`src/rtl/slc3_datapath_p.sv`:
```
// SLC-3 datapath: PC/IR/MAR/MDR, 8-entry register file, ALU, address adder, shared bus, wait-state MDR reads.
// Optional macro DP_BUS_CHECK_EN adds a sticky bus_err output flagging multiple simultaneous bus drivers.
module slc3_datapath_p #(
  parameter int              DW          = 16,
  parameter logic [DW-1:0]   PC_RST      = '0,
  parameter int              MEM_TIMEOUT = 15
) (
  input  logic          clk,
  input  logic          reset,
  input  logic          ld_reg,
  input  logic          ld_ben,
  input  logic          ld_cc,
  input  logic          ld_ir,
  input  logic          ld_pc,
  input  logic          ld_mar,
  input  logic          ld_mdr,
  input  logic          gate_pc,
  input  logic          gate_mdr,
  input  logic          gate_alu,
  input  logic          gate_marmux,
  input  logic          drmux,
  input  logic          sr1mux,
  input  logic          addr1mux,
  input  logic          mio_en,
  input  logic [1:0]    addr2mux,
  input  logic [1:0]    aluk,
  input  logic [1:0]    pcmux,
  input  logic [DW-1:0] mem_rdata,
  input  logic          mem_valid,
  output logic          mem_req,
  output logic          mdr_busy,
  output logic          mem_err,
  output logic          ben,
  output logic [2:0]    nzp,
`ifdef DP_BUS_CHECK_EN
  output logic          bus_err,
`endif
  output logic [DW-1:0] ir,
  output logic [DW-1:0] pc,
  output logic [DW-1:0] mar,
  output logic [DW-1:0] mdr
);

  typedef enum logic {
    S_IDLE,
    S_WAIT
  } mem_state_t;

  localparam logic [7:0] TMO_LAST = 8'(MEM_TIMEOUT - 1);

  logic [DW-1:0] regs [8];
  logic [2:0]    dr_sel;
  logic [2:0]    sr1_sel;
  logic [DW-1:0] sr1_val;
  logic [DW-1:0] sr2_val;
  logic [DW-1:0] alu_out;
  logic [DW-1:0] addr1;
  logic [DW-1:0] addr2;
  logic [DW-1:0] adder_sum;
  logic [DW-1:0] bus;
  logic [DW-1:0] pc_next;
  logic [2:0]    nzp_next;

  mem_state_t state;
  mem_state_t state_next;
  logic [7:0] wait_cnt;
  logic [7:0] wait_cnt_next;
  logic       mdr_take_bus;
  logic       mdr_take_mem;
  logic       mdr_take_ones;

  assign dr_sel  = drmux  ? 3'b111   : ir[11:9];
  assign sr1_sel = sr1mux ? ir[8:6]  : ir[11:9];
  assign sr1_val = regs[sr1_sel];
  assign sr2_val = ir[5] ? {{(DW-5){ir[4]}}, ir[4:0]} : regs[ir[2:0]];

  always_comb begin
    alu_out = '0;
    case (aluk)
      2'b00:   alu_out = sr1_val + sr2_val;
      2'b01:   alu_out = sr1_val & sr2_val;
      2'b10:   alu_out = ~sr1_val;
      default: alu_out = sr1_val;
    endcase
  end

  assign addr1 = addr1mux ? pc : sr1_val;

  always_comb begin
    addr2 = '0;
    case (addr2mux)
      2'b00:   addr2 = '0;
      2'b01:   addr2 = {{(DW-6){ir[5]}},  ir[5:0]};
      2'b10:   addr2 = {{(DW-9){ir[8]}},  ir[8:0]};
      default: addr2 = {{(DW-11){ir[10]}}, ir[10:0]};
    endcase
  end

  assign adder_sum = addr1 + addr2;

  // Fixed-priority bus so a control glitch with two gates never creates contention.
  always_comb begin
    bus = '0;
    if (gate_mdr)         bus = mdr;
    else if (gate_alu)    bus = alu_out;
    else if (gate_pc)     bus = pc;
    else if (gate_marmux) bus = adder_sum;
  end

  always_comb begin
    pc_next = pc;
    case (pcmux)
      2'b00:   pc_next = pc + 1'b1;
      2'b01:   pc_next = bus;
      2'b10:   pc_next = adder_sum;
      default: pc_next = pc;
    endcase
  end

  assign nzp_next = {bus[DW-1], bus == '0, !bus[DW-1] && (bus != '0)};

  always_ff @(posedge clk or posedge reset) begin
    if (reset) begin
      for (int i = 0; i < 8; i++) regs[i] <= '0;
    end else if (ld_reg) begin
      regs[dr_sel] <= bus;
    end
  end

  always_ff @(posedge clk or posedge reset) begin
    if (reset) begin
      pc  <= PC_RST;
      ir  <= '0;
      mar <= '0;
    end else begin
      if (ld_pc)  pc  <= pc_next;
      if (ld_ir)  ir  <= bus;
      if (ld_mar) mar <= bus;
    end
  end

  // ben reads the pre-edge nzp, so a same-edge ld_cc cannot affect it.
  always_ff @(posedge clk or posedge reset) begin
    if (reset) begin
      nzp <= 3'b010;
      ben <= 1'b0;
    end else begin
      if (ld_cc)  nzp <= nzp_next;
      if (ld_ben) ben <= |(ir[11:9] & nzp);
    end
  end

  always_ff @(posedge clk or posedge reset) begin
    if (reset) begin
      state    <= S_IDLE;
      wait_cnt <= '0;
    end else begin
      state    <= state_next;
      wait_cnt <= wait_cnt_next;
    end
  end

  always_comb begin
    state_next    = state;
    wait_cnt_next = wait_cnt;
    mdr_take_bus  = 1'b0;
    mdr_take_mem  = 1'b0;
    mdr_take_ones = 1'b0;
    case (state)
      S_IDLE: begin
        if (ld_mdr && mio_en) begin
          state_next    = S_WAIT;
          wait_cnt_next = '0;
        end else if (ld_mdr) begin
          mdr_take_bus = 1'b1;
        end
      end
      default: begin
        if (mem_valid) begin
          mdr_take_mem = 1'b1;
          state_next   = S_IDLE;
        end else if (wait_cnt == TMO_LAST) begin
          mdr_take_ones = 1'b1;
          state_next    = S_IDLE;
        end else begin
          wait_cnt_next = wait_cnt + 8'd1;
        end
      end
    endcase
  end

  always_ff @(posedge clk or posedge reset) begin
    if (reset) begin
      mdr     <= '0;
      mem_err <= 1'b0;
    end else begin
      if (mdr_take_mem)       mdr <= mem_rdata;
      else if (mdr_take_ones) mdr <= '1;
      else if (mdr_take_bus)  mdr <= bus;
      if (mdr_take_ones) mem_err <= 1'b1;
    end
  end

  assign mem_req  = (state == S_WAIT);
  assign mdr_busy = (state == S_WAIT);

`ifdef DP_BUS_CHECK_EN
  logic [2:0] gate_cnt;
  assign gate_cnt = {2'b00, gate_pc} + {2'b00, gate_mdr} + {2'b00, gate_alu} + {2'b00, gate_marmux};

  always_ff @(posedge clk or posedge reset) begin
    if (reset)              bus_err <= 1'b0;
    else if (gate_cnt >= 3'd2) bus_err <= 1'b1;
  end
`endif

endmodule
```
`config.mk`:
```
export PLATFORM = sky130hd
export DESIGN_NAME = slc3_datapath_p
export DESIGN_NICKNAME = d
export VERILOG_FILES = /design/src/rtl/slc3_datapath_p.sv
export SDC_FILE = /design/constraint.sdc
export NUM_CORES = 1
export LEC_CHECK = 0
export CAP_MARGIN = 20
export CORE_AREA = 2 2 207 209
export CTS_CLUSTER_SIZE = 14
export DETAILED_ROUTE_END_ITERATION = 8
export DIE_AREA = 0 0 209 211
export PLACE_DENSITY = 0.58
export REMOVE_ABC_BUFFERS = 1
export SLEW_MARGIN = 20
export SYNTH_ARGS = -nofsm -noshare
export SYNTH_HDL_FRONTEND = slang
export SYNTH_SLANG_ARGS = --single-unit
```
`constraint.sdc`:
```
create_clock -name clk -period 7 [get_ports clk]
set_clock_uncertainty 0.05 [all_clocks]
set_input_delay 1.4 -clock clk [delete_from_list [all_inputs] [get_ports clk]]
set_output_delay 1.4 -clock clk [all_outputs]
set_load 0.01 [all_outputs]
```
# After elaboration in Yosys (flattened, before gate mapping)
# Cells that the tools add are included.
# W data, S select, Z words.
dict set report op_classes {
  addsub 4
  n_lt_le_gt_ge 4
  n_eq_ne 9
  mux 39
  bitwise 6
  n_reduce_logical 15
}
# operator n
set ops {}
lappend ops {{$mux W16} 14}
lappend ops {{$pmux W16 S3} 3}
lappend ops {{$bwmux W128} 1}
lappend ops {{$bmux W16 S3} 2}
lappend ops {{$demux W16 S3} 1}
lappend ops {{$add A16 B16 Y16} 2}
lappend ops {{$mux W8} 4}
lappend ops {{$add A16 B1 Y16 const B} 1}
lappend ops {{$and A16 B16 Y16} 1}
lappend ops {{$logic_not A16 Y1} 1}
lappend ops {{$not A16 Y16} 1}
lappend ops {{$reduce_bool A16 Y1} 1}
lappend ops {{$ge A4 B4 Y1 const B} 3}
lappend ops {{$mux W1} 12}
lappend ops {{$not A3 Y4} 3}
lappend ops {{$add A8 B1 Y8 const B} 1}
lappend ops {{$eq A8 B4 Y1 const B} 1}
lappend ops {{$eq A2 B1 Y1 const B} 3}
lappend ops {{$eq A2 B2 Y1 const B} 3}
lappend ops {{$logic_not A2 Y1} 3}
lappend ops {{$mux W3} 2}
lappend ops {{$reduce_bool A3 Y1} 2}
lappend ops {{$lt A4 B1 Y1 const B} 1}
lappend ops {{$ne A2 B2 Y1 const B} 2}
lappend ops {{7 further kinds} 9}
dict set report totals {
  regBits 206
  output_inout_bits 71
}

# Logic depth before layout (Yosys ltp)
# Gate-level depths: netlist (run 1).
dict set report logic_depth {
  depth_word 14
  mapped_depth 24
  mapped_depth_nobuf 20
}

# Worst setup path after synthesis (run 1)
# OpenSTA, ideal clock, no wires.
dict set report synth_timing {
  path_kind {input to register}
  start {in sr1mux}
  end {reg pc[12]}
  setup_time_ps 134
  t_arrival_ps 5780
  required_time_ps 6816
  path_slack_ps 1036
  cell_stages 23
  path_buffers 5
  path_cell_list {buf_6 buf_6 buf_6 buf_6 mux2i_4 buf_6 mux4_2 nand2_1 o21ai_1 mux2_2 inv_1 fa_1 nor2b_1 o21a_1 o21a_1 o41a_1 a221oi_1 xnor2_1 a221o_1 a311oi_1 a31oi_4 a221oi_1 a211oi_2}
}
dict set report synth_via {
  elab_chain_len 12
  elab_cells_between_ends 16
}
# item line_no
set synth_lines {}
lappend synth_lines {{from (decl)} 22} ;# input logic sr1mux,
lappend synth_lines {{$mux W3 (*)} 73} ;# assign sr1_sel = sr1mux ? ir[8:6] : ir[11:9];
lappend synth_lines {{$not A3 Y4 (not written as such) (*)} 74} ;# assign sr1_val = regs[sr1_sel];
lappend synth_lines {{$bmux W16 S3 (*)} 74}
lappend synth_lines {{$mux W16 (not written as such) (*) (2 in a row)} 74}
lappend synth_lines {{$mux W16} 87} ;# assign addr1 = addr1mux ? pc : sr1_val;
lappend synth_lines {{$add A16 B16 Y16} 99} ;# assign adder_sum = addr1 + addr2;
lappend synth_lines {{$mux W16} 107} ;# else if (gate_marmux) bus = adder_sum;
lappend synth_lines {{$mux W16} 106} ;# else if (gate_pc) bus = pc;
lappend synth_lines {{$mux W16} 105} ;# else if (gate_alu) bus = alu_out;
lappend synth_lines {{$mux W16} 104} ;# if (gate_mdr) bus = mdr;
lappend synth_lines {{$pmux W16 S3 (*)} 112} ;# case (pcmux)
lappend synth_lines {{to (signal assigned)} 136} ;# if (ld_pc) pc <= pc_next;
lappend synth_lines {{to (decl)} 39} ;# output logic [DW-1:0] pc,
# Mark *: on every way between the ends. The rest lies on a longest branch, timed or not. The select of a mux whose other input is x is not followed.
# A chain may end at the register's enable or synchronous reset.

# Worst setup path in the final report (run 1)
dict set report layout_timing {
  start {in sr1mux}
  end {reg mdr[15]}
}
dict set report layout_via {
  elab_chain_len 14
  elab_cells_between_ends 18
}
# item line_no
set layout_lines {}
lappend layout_lines {{$mux W3 (*)} 73}
lappend layout_lines {{$not A3 Y4 (not written as such) (*)} 74}
lappend layout_lines {{$bmux W16 S3 (*)} 74}
lappend layout_lines {{$mux W16 (not written as such) (*) (2 in a row)} 74}
lappend layout_lines {{$mux W16} 87}
lappend layout_lines {{$add A16 B16 Y16} 99}
lappend layout_lines {{$mux W16} 107}
lappend layout_lines {{$mux W16} 106}
lappend layout_lines {{$mux W16 (*)} 105}
lappend layout_lines {{$mux W16 (*)} 104}
lappend layout_lines {{$mux W16 (*)} 199} ;# else if (mdr_take_bus) mdr <= bus;
lappend layout_lines {{$mux W16 (*)} 198} ;# else if (mdr_take_ones) mdr <= '1;
lappend layout_lines {{$mux W16 (*)} 197} ;# if (mdr_take_mem) mdr <= mem_rdata;
lappend layout_lines {{to (signal assigned)} 197}
lappend layout_lines {{to (signal assigned)} 199}
lappend layout_lines {{to (decl)} 41} ;# output logic [DW-1:0] mdr
# Marked as above.

==> flow_metrics.tcl, run 1 <==
set metrics [dict create \
    root_buffer "clkbuf_16" \
    maxSlewViolCount 0 \
    synthSimpleGateAreaFrac_pct 18.5 \
    hp-class "reg -> reg" \
    path_class "in -> reg" \
    netlist.area_leader.share_pct 35.5 \
    gr-total-overflow 0 \
    max-vdd-ir-drop_uv 300 \
    synth_edf_count 0 \
    synth_top_family_by_area "compound AO/OA/AOI/OAI gates" \
    finalCritPeriodShare_pct 88.5 \
    synth_compound_area_share_pct 25.3 \
    grt_pass1_wl_um 80700 \
    placed_area_um2 16100 \
    drc 0 \
    rsz0062_at_grt "no" \
    fin_nets 1815 \
    place_hpwl_um 37500 \
    synth_cell_type_count 104 \
    fmax_mhz 161 \
    cp_data_arrival_time_ns 6.57 \
    synth_ff_type "dfrtp_1" \
    via_count 13675 \
    drive_above_1_share_pct 12.3 \
    fin_setup_tns_ns 0 \
    worst_setup_path_start_kind "primary input" \
    final_area_um2 16900 \
    wl_um 52700 \
    setup_violations 0 \
    cts.hold.buffers_added 0 \
    swShare_pct 47.9 \
    clock_path_buffers 3 \
    async_flop_share_pct 100 \
    status "finished, final reports clean" \
    synth_area_leaders "dfrtp_1, nand2_1, o21ai_0" \
    yosysSeqAreaShare_pct 35.6 \
    r2r_slack_ns 0.95 \
    start_util_pct 34.6 \
    power.density_nw_per_um2 527 \
    cap_violations 0 \
    preCtsSetupSlack_ns 0.315 \
    syn_avg_cell_area_um2 8.66 \
    n_fill_cell 4194 \
    antenna_found_initial 1 \
    clkTransAtPathRegs_ns 0.05 \
    worst-path-max-fanout 26 \
    hold_violations 0 \
    clock_sinks 206 \
    cts_tree "done" \
    cts_max_level 1 \
    coreArea_um2 41800 \
    grt_max_degree 116 \
    max_slew.worst_pin.slew_ns 1.02 \
    relSlewSlack_pct 32.0 \
    cts_resized 0 \
    pwr-share-seq_pct 26.0 \
    p_switching_mw 4.26 \
    yosysWarningCount 0 \
    vias_per_cell 5.96 \
    synth_fa_ha_area_share_pct 3.13 \
    power_frac_clock_pct 14.3 \
    cts_buffers 25 \
    grt_usage_pct 23.8 \
    fin_ws_ns 0.807 \
    p_comb_share_pct 59.7 \
    postCtsSetupBuffers 0 \
    cp.required_ns 7.38 \
    ant_nets 0 \
    synth_largest_area_cell "dfrtp_1" \
    yosys.area_share.xor_xnor_pct 1.27 \
    synthCells 1671 \
    power_leakage_nw 7.12 \
    avgRoutedWirePerCell_um 22.9 \
    p_total_mw 8.90 \
    dieArea_um2 44100 \
    boundaryPins 111 \
    synth_seq_cells 206 \
    grt_pass1_vias 13094 \
    final_cell_mix "nand2_1, dfrtp_1, o21ai_0" \
    synth.cell_area_um2 14500 \
    layout_commonest_cell "nand2_1" \
    firstDrtPassIters 5 \
    placementRows 75 \
    die_h_um 211 \
    internal_power_mw 4.63 \
    portBuffers 110 \
    place_congestion 0.914 \
    synthMuxAreaShare_pct 11.2 \
    die_x_um 209 \
    drt_iter0_markers 1291 \
    endpoint_kind "flop" \
    clock_latency_ns 0.55 \
    syn_to_final_growth_pct 16.6 \
    period_minus_slack_ns 6.19 \
]
## cells by family (layout without fill, tap and decap cells)
group                    count (synthesis)  count (layout)
flip-flops                             206             206
buffers and inverters                  162             247
multiplexers                           119             119
adder cells (fa/ha/maj)                 35              35
AO/OA/AOI/OAI                          548             548
AND/OR/NAND/NOR                        580             580
XOR/XNOR                                21              21
other                                    0               1
## area by class of cell
class	count	area, µm²	area share [%]
Antenna cell	1	2.50	0.0148
Clock buffer	37	721	4.27
Clock inverter	6	62.6	0.371
Inverter	48	188	1.11
Multi-Input combinational cell	1303	8620	51.1
Sequential cell	206	5160	30.6
Tap cell	539	674	4.00
Timing Repair Buffer	156	1440	8.54
## worst max-delay path, cell delays in order
cell,delay [ns]
buf_2,0.24
mux2i_2,0.30
buf_4,0.43
nand2_1,0.11
a32o_1,0.27
o21ai_1,0.39
mux2_2,0.26
ha_1,0.23
a21o_1,0.18
a21oi_1,0.27
o21a_1,0.19
o21bai_1,0.16
a311oi_1,0.47
o21bai_1,0.11
a21oi_1,0.21
xnor2_1,0.12
a221o_1,0.40
a31oi_4,0.47
a211oi_1,0.15
a21o_1,0.19
## power groups by stage
stage	Combinational (mW)	Sequential, mW	Clock (mW)
2_1_floorplan	3.40	2.19	0
3_3_place_gp	5.16	2.30	0
3_5_place_dp	5.22	2.30	0
4_1_cts	5.24	2.29	1.29
5_1_grt	5.78	2.37	1.34
6_report	5.31	2.31	1.27
## worst paths after layout
check / end / depth (start not counted) / start
max: mdr[15]$_DFFE_PP0P_ / 20 / sr1mux
min: mem_err$_DFFE_PP0P_ / 1 / mem_err$_DFFE_PP0P_
max reg2reg: pc[12]$_DFFE_PP0P_ / 17 / ir[6]$_DFFE_PP0P_
min reg2reg: mem_err$_DFFE_PP0P_ / 1 / mem_err$_DFFE_PP0P_
max in group asynchronous: ir[3]$_DFFE_PP0P_ / 3 / reset
min in group asynchronous: regs[79]$_DFFE_PP0P_ / 2 / reset
## Yosys cell counts, types with 5 or more instances
cell type and count:
nor2_1 106, mux2i_1 35, mux4_2 26, a221oi_1 14, buf_4 5, a22oi_1 5
o211ai_1 11, nand3_1 39, a31o_2 7, clkbuf_1 71, o21ai_1 22, xor2_1 5
mux2_2 52, buf_2 20, and2_1 13, buf_1 9, o21a_1 12, a21o_1 16
o21bai_1 6, a221o_1 8, o2bb2ai_1 7, and3_1 18, a211oi_1 24, a21oi_1 99
nand2b_1 28, nor3_1 18, o31ai_1 14, or3_1 14, o211a_1 8, nor3b_1 5
o22a_1 6, a311oi_1 8, xnor2_1 16, nand2_1 271, dfrtp_1 205, a31oi_1 15
o22ai_1 21, nor2b_1 36, buf_6 9, a22o_1 5, inv_1 44, o21ai_0 180
ha_1 33, nand4_1 6
## flip-flops by register name, summed over array words and instances, names as in the netlist
name,cells
mem_err,1
pc,16
ben,1
mdr_busy,1
wait_cnt,8
nzp,3
mar,16
mdr,16
regs,128
ir,16
## routing by layer
layer / up-vias / routed length [µm] / GRT usage [%]
met1: 6731 / 23000 / 32.9
li1: 6254 / - / -
met5: - / 0 / 0
met2: 566 / 23700 / 37.3
met4: 0 / 2090 / 9.06
met3: 124 / 3860 / 4.16
## stage by stage
stage	utilization, %	hold WS [ns]	instances
after floorplan	-	0.408	1557
after global placement	38.5	0.422	2252
after detailed placement	38.5	0.418	2252
after CTS	40.4	0.433	2295
after global routing	40.4	0.437	2295
final	40.4	0.427	2296
No activity file was read; power rests on OpenSTA's default activity.
==> run 2, diff against run 1 <==
--- a/config.mk
+++ b/config.mk
@@ -6,11 +6,11 @@
 export NUM_CORES = 1
 export LEC_CHECK = 0
 export CAP_MARGIN = 20
-export CORE_AREA = 2 2 207 209
+export CORE_AREA = 2 2 167 169
 export CTS_CLUSTER_SIZE = 14
 export DETAILED_ROUTE_END_ITERATION = 8
-export DIE_AREA = 0 0 209 211
-export PLACE_DENSITY = 0.58
+export DIE_AREA = 0 0 169 171
+export PLACE_DENSITY = 0.81
 export REMOVE_ABC_BUFFERS = 1
 export SLEW_MARGIN = 20
 export SYNTH_ARGS = -nofsm -noshare
==> run 2 against run 1 <==
  * Fmax down 1.3%
  * Count of clock-buffer cells in the layout decreased by 3
  * Sequential share of layout area up 0.47 points
  * Final area is 1.5% lower
  * Wire length shrank 5.4%
  * Die area shrank 34%
  * Core utilization grew 20 points
  * Worst setup slack worse by 0.083 ns
  * Non-clock buffer count decreased by 2
  * Via count increased by 3.3%
  * Combinational power barely moved
  * Largest power group unchanged
==> flow_metrics.tcl, run 2 (synthesis results as in run 1) <==
set metrics [dict create \
    r2r_slack_ns 1.33 \
    fin_ws_ns 0.724 \
    power.density_nw_per_um2 533 \
    cts.hold.buffers_added 0 \
    p_comb_share_pct 60.2 \
    drc 0 \
    ant_nets 0 \
    final_area_um2 16600 \
    max-vdd-ir-drop_uv 238 \
    period_minus_slack_ns 6.28 \
    place_congestion 1.01 \
    rsz0062_at_grt "no" \
    swShare_pct 48.0 \
    via_count 14128 \
    drive_above_1_share_pct 12.3 \
    relSlewSlack_pct 29.8 \
    die_h_um 171 \
    largest-register "regs" \
    placementRows 61 \
    hold_violations 0 \
    worst_setup_path_start_kind "primary input" \
    portBuffers 110 \
    antenna_found_initial 1 \
    syn_to_final_growth_pct 14.9 \
    fmax_mhz 159 \
    grt_max_degree 86 \
    largest_reg_flops 128 \
    diodes 0 \
    clkTransAtPathRegs_ns 0.06 \
    dieArea_um2 28900 \
    hold_slack_ns 0.406 \
    hold_depth 1 \
    setup_violations 0 \
    path_class "in -> reg" \
    finalCritPeriodShare_pct 89.7 \
    power_leakage_nw 7.11 \
    endpoint_kind "flop" \
    clock_sinks 206 \
    max_slew.worst_pin.slew_ns 1.05 \
    final_cell_mix "nand2_1, dfrtp_1, o21ai_0" \
    place_hpwl_um 34700 \
    status "finished, final reports clean" \
    grt_pass1_vias 13770 \
    maxSlewViolCount 0 \
    cp.required_ns 7.39 \
    cts_tree "done" \
    internal_power_mw 4.60 \
    pwr-share-seq_pct 25.5 \
    power_frac_clock_pct 14.2 \
    drt_iter0_markers 1585 \
    worst-r2r-cell-count 20 \
    cp_data_arrival_time_ns 6.67 \
    boundaryPins 111 \
    hold-path-endpoint "mem_err$_DFFE_PP0P_" \
    wl_um 49900 \
    placed_area_um2 15800 \
    reg2reg_to "mdr[15]$_DFFE_PP0P_" \
    coreArea_um2 27300 \
    layout_commonest_cell "nand2_1" \
    clock_latency_ns 0.55 \
    r2r-start "ir[9]$_DFFE_PP0P_" \
    clock_path_buffers 3 \
    postCtsSetupBuffers 0 \
    avgRoutedWirePerCell_um 23.7 \
    preCtsSetupSlack_ns 0.344 \
    firstDrtPassIters 6 \
    root_buffer "clkbuf_16" \
    cts_resized 0 \
    gr-total-overflow 0 \
    min-delay-start "mem_err$_DFFE_PP0P_" \
    cts_max_level 1 \
    p_total_mw 8.85 \
    fin_nets 1812 \
    worst-path-max-fanout 31 \
    start_util_pct 52.9 \
    die_x_um 169 \
    vias_per_cell 6.72 \
    p_switching_mw 4.25 \
    cap_violations 0 \
    hp-class "reg -> reg" \
    cts_buffers 24 \
    grt_usage_pct 34.6 \
    grt_pass1_wl_um 77500 \
    fin_setup_tns_ns 0 \
]
## run 2: cell types whose count changed in the layout (fill, tap and decap cells not counted), sizes merged
cell | before | now
inv | 46 | 45
clkinvlp | 0 | 2
diode | 1 | 0
clkbuf | 37 | 34
buf | 47 | 45
clkinv | 7 | 10
## run 2: how the worst max path moves through the flow
stage / start / end / slack (ns) / depth (start not counted)
after global routing: sr1mux / nzp[0]$_DFFE_PP0P_ / 0.56 / 20
after detailed placement: sr1mux / mdr[15]$_DFFE_PP0P_ / 0.34 / 20
after floorplan: reset / ben$_DFFE_PP0P_ / -0.07 / 1
after CTS: sr1mux / mdr[15]$_DFFE_PP0P_ / 0.89 / 20
after global placement: sr1mux / pc[12]$_DFFE_PP0P_ / 0.42 / 18
final: sr1mux / mdr[15]$_DFFE_PP0P_ / 0.72 / 19
## run 2: final cells by class
class | instances | area (µm²)
fillers | 2364 | 10700
well taps | 346 | 433
clock buffers | 34 | 688
repair buffers | 154 | 1430
clock inverters | 10 | 105
flip-flops and latches | 206 | 5160
multi-input cells | 1303 | 8610
inverters | 48 | 188
## run 2: metal layers
layer	vias up	wire length (µm)	track usage [%]
met3	162	5630	6.52
met4	0	2520	18.2
li1	6227	-	-
met1	6813	19800	47.3
met2	926	21900	52.5
met5	-	0	0
## run 2: worst max-delay path, stage by stage
cell	delay (ns)
buf_2	0.30
buf_4	0.44
mux2_4	0.47
a311oi_1	0.26
o211a_1	0.37
or3_1	0.28
o21ai_0	0.12
ha_1	0.25
nor3_1	0.25
o21a_1	0.20
o21bai_1	0.16
a311oi_1	0.47
o21bai_1	0.12
a21oi_1	0.20
xnor2_1	0.12
a221o_1	0.39
a31oi_4	0.48
a211oi_1	0.16
a21o_1	0.19
## run 2: through the flow
stage                     std cells  utilization (%)
after floorplan                1557                -
after global placement         2056             57.8
after detailed placement       2056             57.8
after CTS                      2100             60.7
after global routing           2101             60.8
final                          2101             60.8
## run 2: power by group through the flow
stage	logic (mW)	clock network, mW	registers (mW)
finish	5.33	1.26	2.26
global route	5.76	1.32	2.31
CTS	5.20	1.27	2.23
detailed placement	5.17	0	2.24
global placement	5.08	0	2.22
floorplan	3.40	0	2.19
==> run 3, diff against run 2 <==
--- a/config.mk
+++ b/config.mk
@@ -6,11 +6,11 @@
 export NUM_CORES = 1
 export LEC_CHECK = 0
 export CAP_MARGIN = 20
-export CORE_AREA = 2 2 167 169
+export CORE_AREA = 2 2 159 161
 export CTS_CLUSTER_SIZE = 14
 export DETAILED_ROUTE_END_ITERATION = 8
-export DIE_AREA = 0 0 169 171
-export PLACE_DENSITY = 0.81
+export DIE_AREA = 0 0 161 163
+export PLACE_DENSITY = 0.85
 export REMOVE_ABC_BUFFERS = 1
 export SLEW_MARGIN = 20
 export SYNTH_ARGS = -nofsm -noshare
==> constraint.sdc (replaced) <==
create_clock -name clk -period 6.8 [get_ports clk]
set_clock_uncertainty 0.05 [all_clocks]
set_input_delay 1.36 -clock clk [delete_from_list [all_inputs] [get_ports clk]]
set_output_delay 1.36 -clock clk [all_outputs]
set_load 0.005 [all_outputs]
==> run 3 against run 2 <==
  * Total power up 3.3%
  * Critical path depth increased by 1
  * Worst setup slack improved by 0.019 ns
  * Sequential share of layout area fell by 0.10 points
  * Largest power group unchanged
==> flow_metrics.tcl, run 3 (synthesis results as in run 1) <==
set metrics [dict create \
    status "finished, final reports clean" \
    maxSlewViolCount 0 \
    setup_violations 0 \
    internal_power_mw 4.79 \
    drive_above_1_share_pct 12.9 \
    largest-register "regs" \
    die_x_um 161 \
    fmax_mhz 165 \
    power_frac_clock_pct 14.3 \
    rsz0062_at_grt "no" \
    worst-path-max-fanout 25 \
    max-vdd-ir-drop_uv 305 \
    grt_max_degree 83 \
    cp.depth 20 \
    hp-class "reg -> reg" \
    power.density_nw_per_um2 548 \
    cp.required_ns 7.18 \
    via_count 14324 \
    p_comb_share_pct 60.1 \
    endpoint_kind "flop" \
    die_h_um 163 \
    grt_usage_pct 38.1 \
    crit_chain "buf_2 -> buf_4 -> mux2i_4 -> buf_4 -> o32ai_1 -> a211oi_1 -> a31o_2 -> mux2_2 -> ha_1 -> a21o_1 -> a211oi_1 -> o21ai_0 -> a311oi_1 -> o21bai_1 -> a21oi_1 -> xnor2_1 -> a221o_1 -> a31oi_4 -> a211oi_1 -> a21o_1" \
    p_total_mw 9.14 \
    cts.hold.buffers_added 0 \
    path_class "in -> reg" \
    vias_per_cell 6.85 \
    wl_um 50300 \
    n_fill_cell 1938 \
    cts_buffers 24 \
    final_cell_mix "nand2_1, dfrtp_1, o21ai_0" \
    cp.buffers_inverters 3 \
    cap_violations 0 \
    gr-total-overflow 0 \
    hold_violations 0 \
    place_congestion 1.00 \
    pwr-share-seq_pct 25.6 \
    p_switching_mw 4.35 \
    worst_setup_path_start_kind "primary input" \
    dieArea_um2 26200 \
    start_util_pct 58.6 \
    boundaryPins 111 \
    largest_reg_flops 128 \
    clock_latency_ns 0.54 \
    placementRows 58 \
    drt_iter0_markers 2058 \
    clkTransAtPathRegs_ns 0.06 \
    hold_slack_ns 0.446 \
    crit_family "compound AO/OA/AOI/OAI gates" \
    root_buffer "clkbuf_16" \
    ant_nets 0 \
    layout_commonest_cell "nand2_1" \
    fin_nets 1820 \
    portBuffers 110 \
    fin_util_pct 67.6 \
    finalCritPeriodShare_pct 89.1 \
    clock_sinks 206 \
    grt_pass1_wl_um 77700 \
    grt_pass1_vias 13767 \
    cts_tree "done" \
    antenna_found_initial 0 \
    worst-r2r-cell-count 20 \
    slowest_delay_ns 0.45 \
    avgRoutedWirePerCell_um 24.0 \
    cts_max_level 1 \
    crit_path_frequent_cell "a211oi_1" \
    clock_path_buffers 3 \
    diodes 0 \
    power_leakage_nw 7.16 \
    period_minus_slack_ns 6.06 \
    cp_data_arrival_time_ns 6.44 \
    max_slew.worst_pin.slew_ns 1.15 \
    cts_resized 0 \
    hold_depth 1 \
    swShare_pct 47.6 \
    slowest_stage "a311oi_1" \
    coreArea_um2 24700 \
    postCtsSetupBuffers 0 \
    drc 0 \
    relSlewSlack_pct 23.0 \
    syn_to_final_growth_pct 15.3 \
    firstDrtPassIters 9 \
    place_hpwl_um 35100 \
]
## run 3: cell types whose count changed in the layout (fill, tap and decap cells not counted), moves of 2 or more
cell      previous run  this run
clkinv_4             0         2
clkbuf_1             5         1
buf_4               43        50
clkinv_2             6         4
clkbuf_8             5         7
## run 3: worst paths after layout
| path | end | slack, ns | from |
|---|---|---|---|
| setup reg to reg | mdr[15]$_DFFE_PP0P_ | 1.19 | ir[9]$_DFFE_PP0P_ |
| hold / removal | mem_err$_DFFE_PP0P_ | 0.45 | mem_err$_DFFE_PP0P_ |
| hold reg to reg | mem_err$_DFFE_PP0P_ | 0.45 | mem_err$_DFFE_PP0P_ |
| max in group asynchronous | regs[84]$_DFFE_PP0P_ | 4.32 | reset |
| min in group asynchronous | regs[77]$_DFFE_PP0P_ | 1.21 | reset |
| setup / recovery | mdr[15]$_DFFE_PP0P_ | 0.74 | sr1mux |
## run 3: final cells by class
class                           instances  area (µm²)  area share [%]
Inverter                               48         188            1.13
Multi-Input combinational cell       1303        8610            51.6
Clock inverter                         11         106           0.638
Tap cell                              330         413            2.48
Timing Repair Buffer                  162        1500            8.98
Sequential cell                       206        5160            30.9
Clock buffer                           32         701            4.20
## run 3: power groups by stage
stage / sequential (mW) / clock [mW] / combinational (mW)
after CTS: 2.30 / 1.31 / 5.34
final: 2.34 / 1.31 / 5.49
after floorplan: 2.19 / 0 / 3.50
after global routing: 2.39 / 1.36 / 5.89
after global placement: 2.29 / 0 / 5.20
after detailed placement: 2.31 / 0 / 5.30
## run 3: per-layer routing
layer | up-vias | part of all wire, % | routed length [µm] | track usage [%]
li1 | 6250 | - | - | -
met1 | 6879 | 38 | 19000 | 51.5
met2 | 1000 | 44 | 22000 | 57.9
met3 | 195 | 13 | 6450 | 8.23
met4 | 0 | 5.6 | 2810 | 19.6
met5 | - | 0 | 0 | 0
## run 3: metrics by stage
step | TNS, ns | area, µm² | worst slack [ns] | std cells
CTS | 0 | 16600 | 0.874 | 2091
global placement | 0 | 15800 | 0.489 | 2048
floorplan | -47.66 | 13900 | -0.232 | 1557
global route | 0 | 16700 | 0.484 | 2092
finish | 0 | 16700 | 0.743 | 2092
detailed placement | 0 | 15800 | 0.383 | 2048
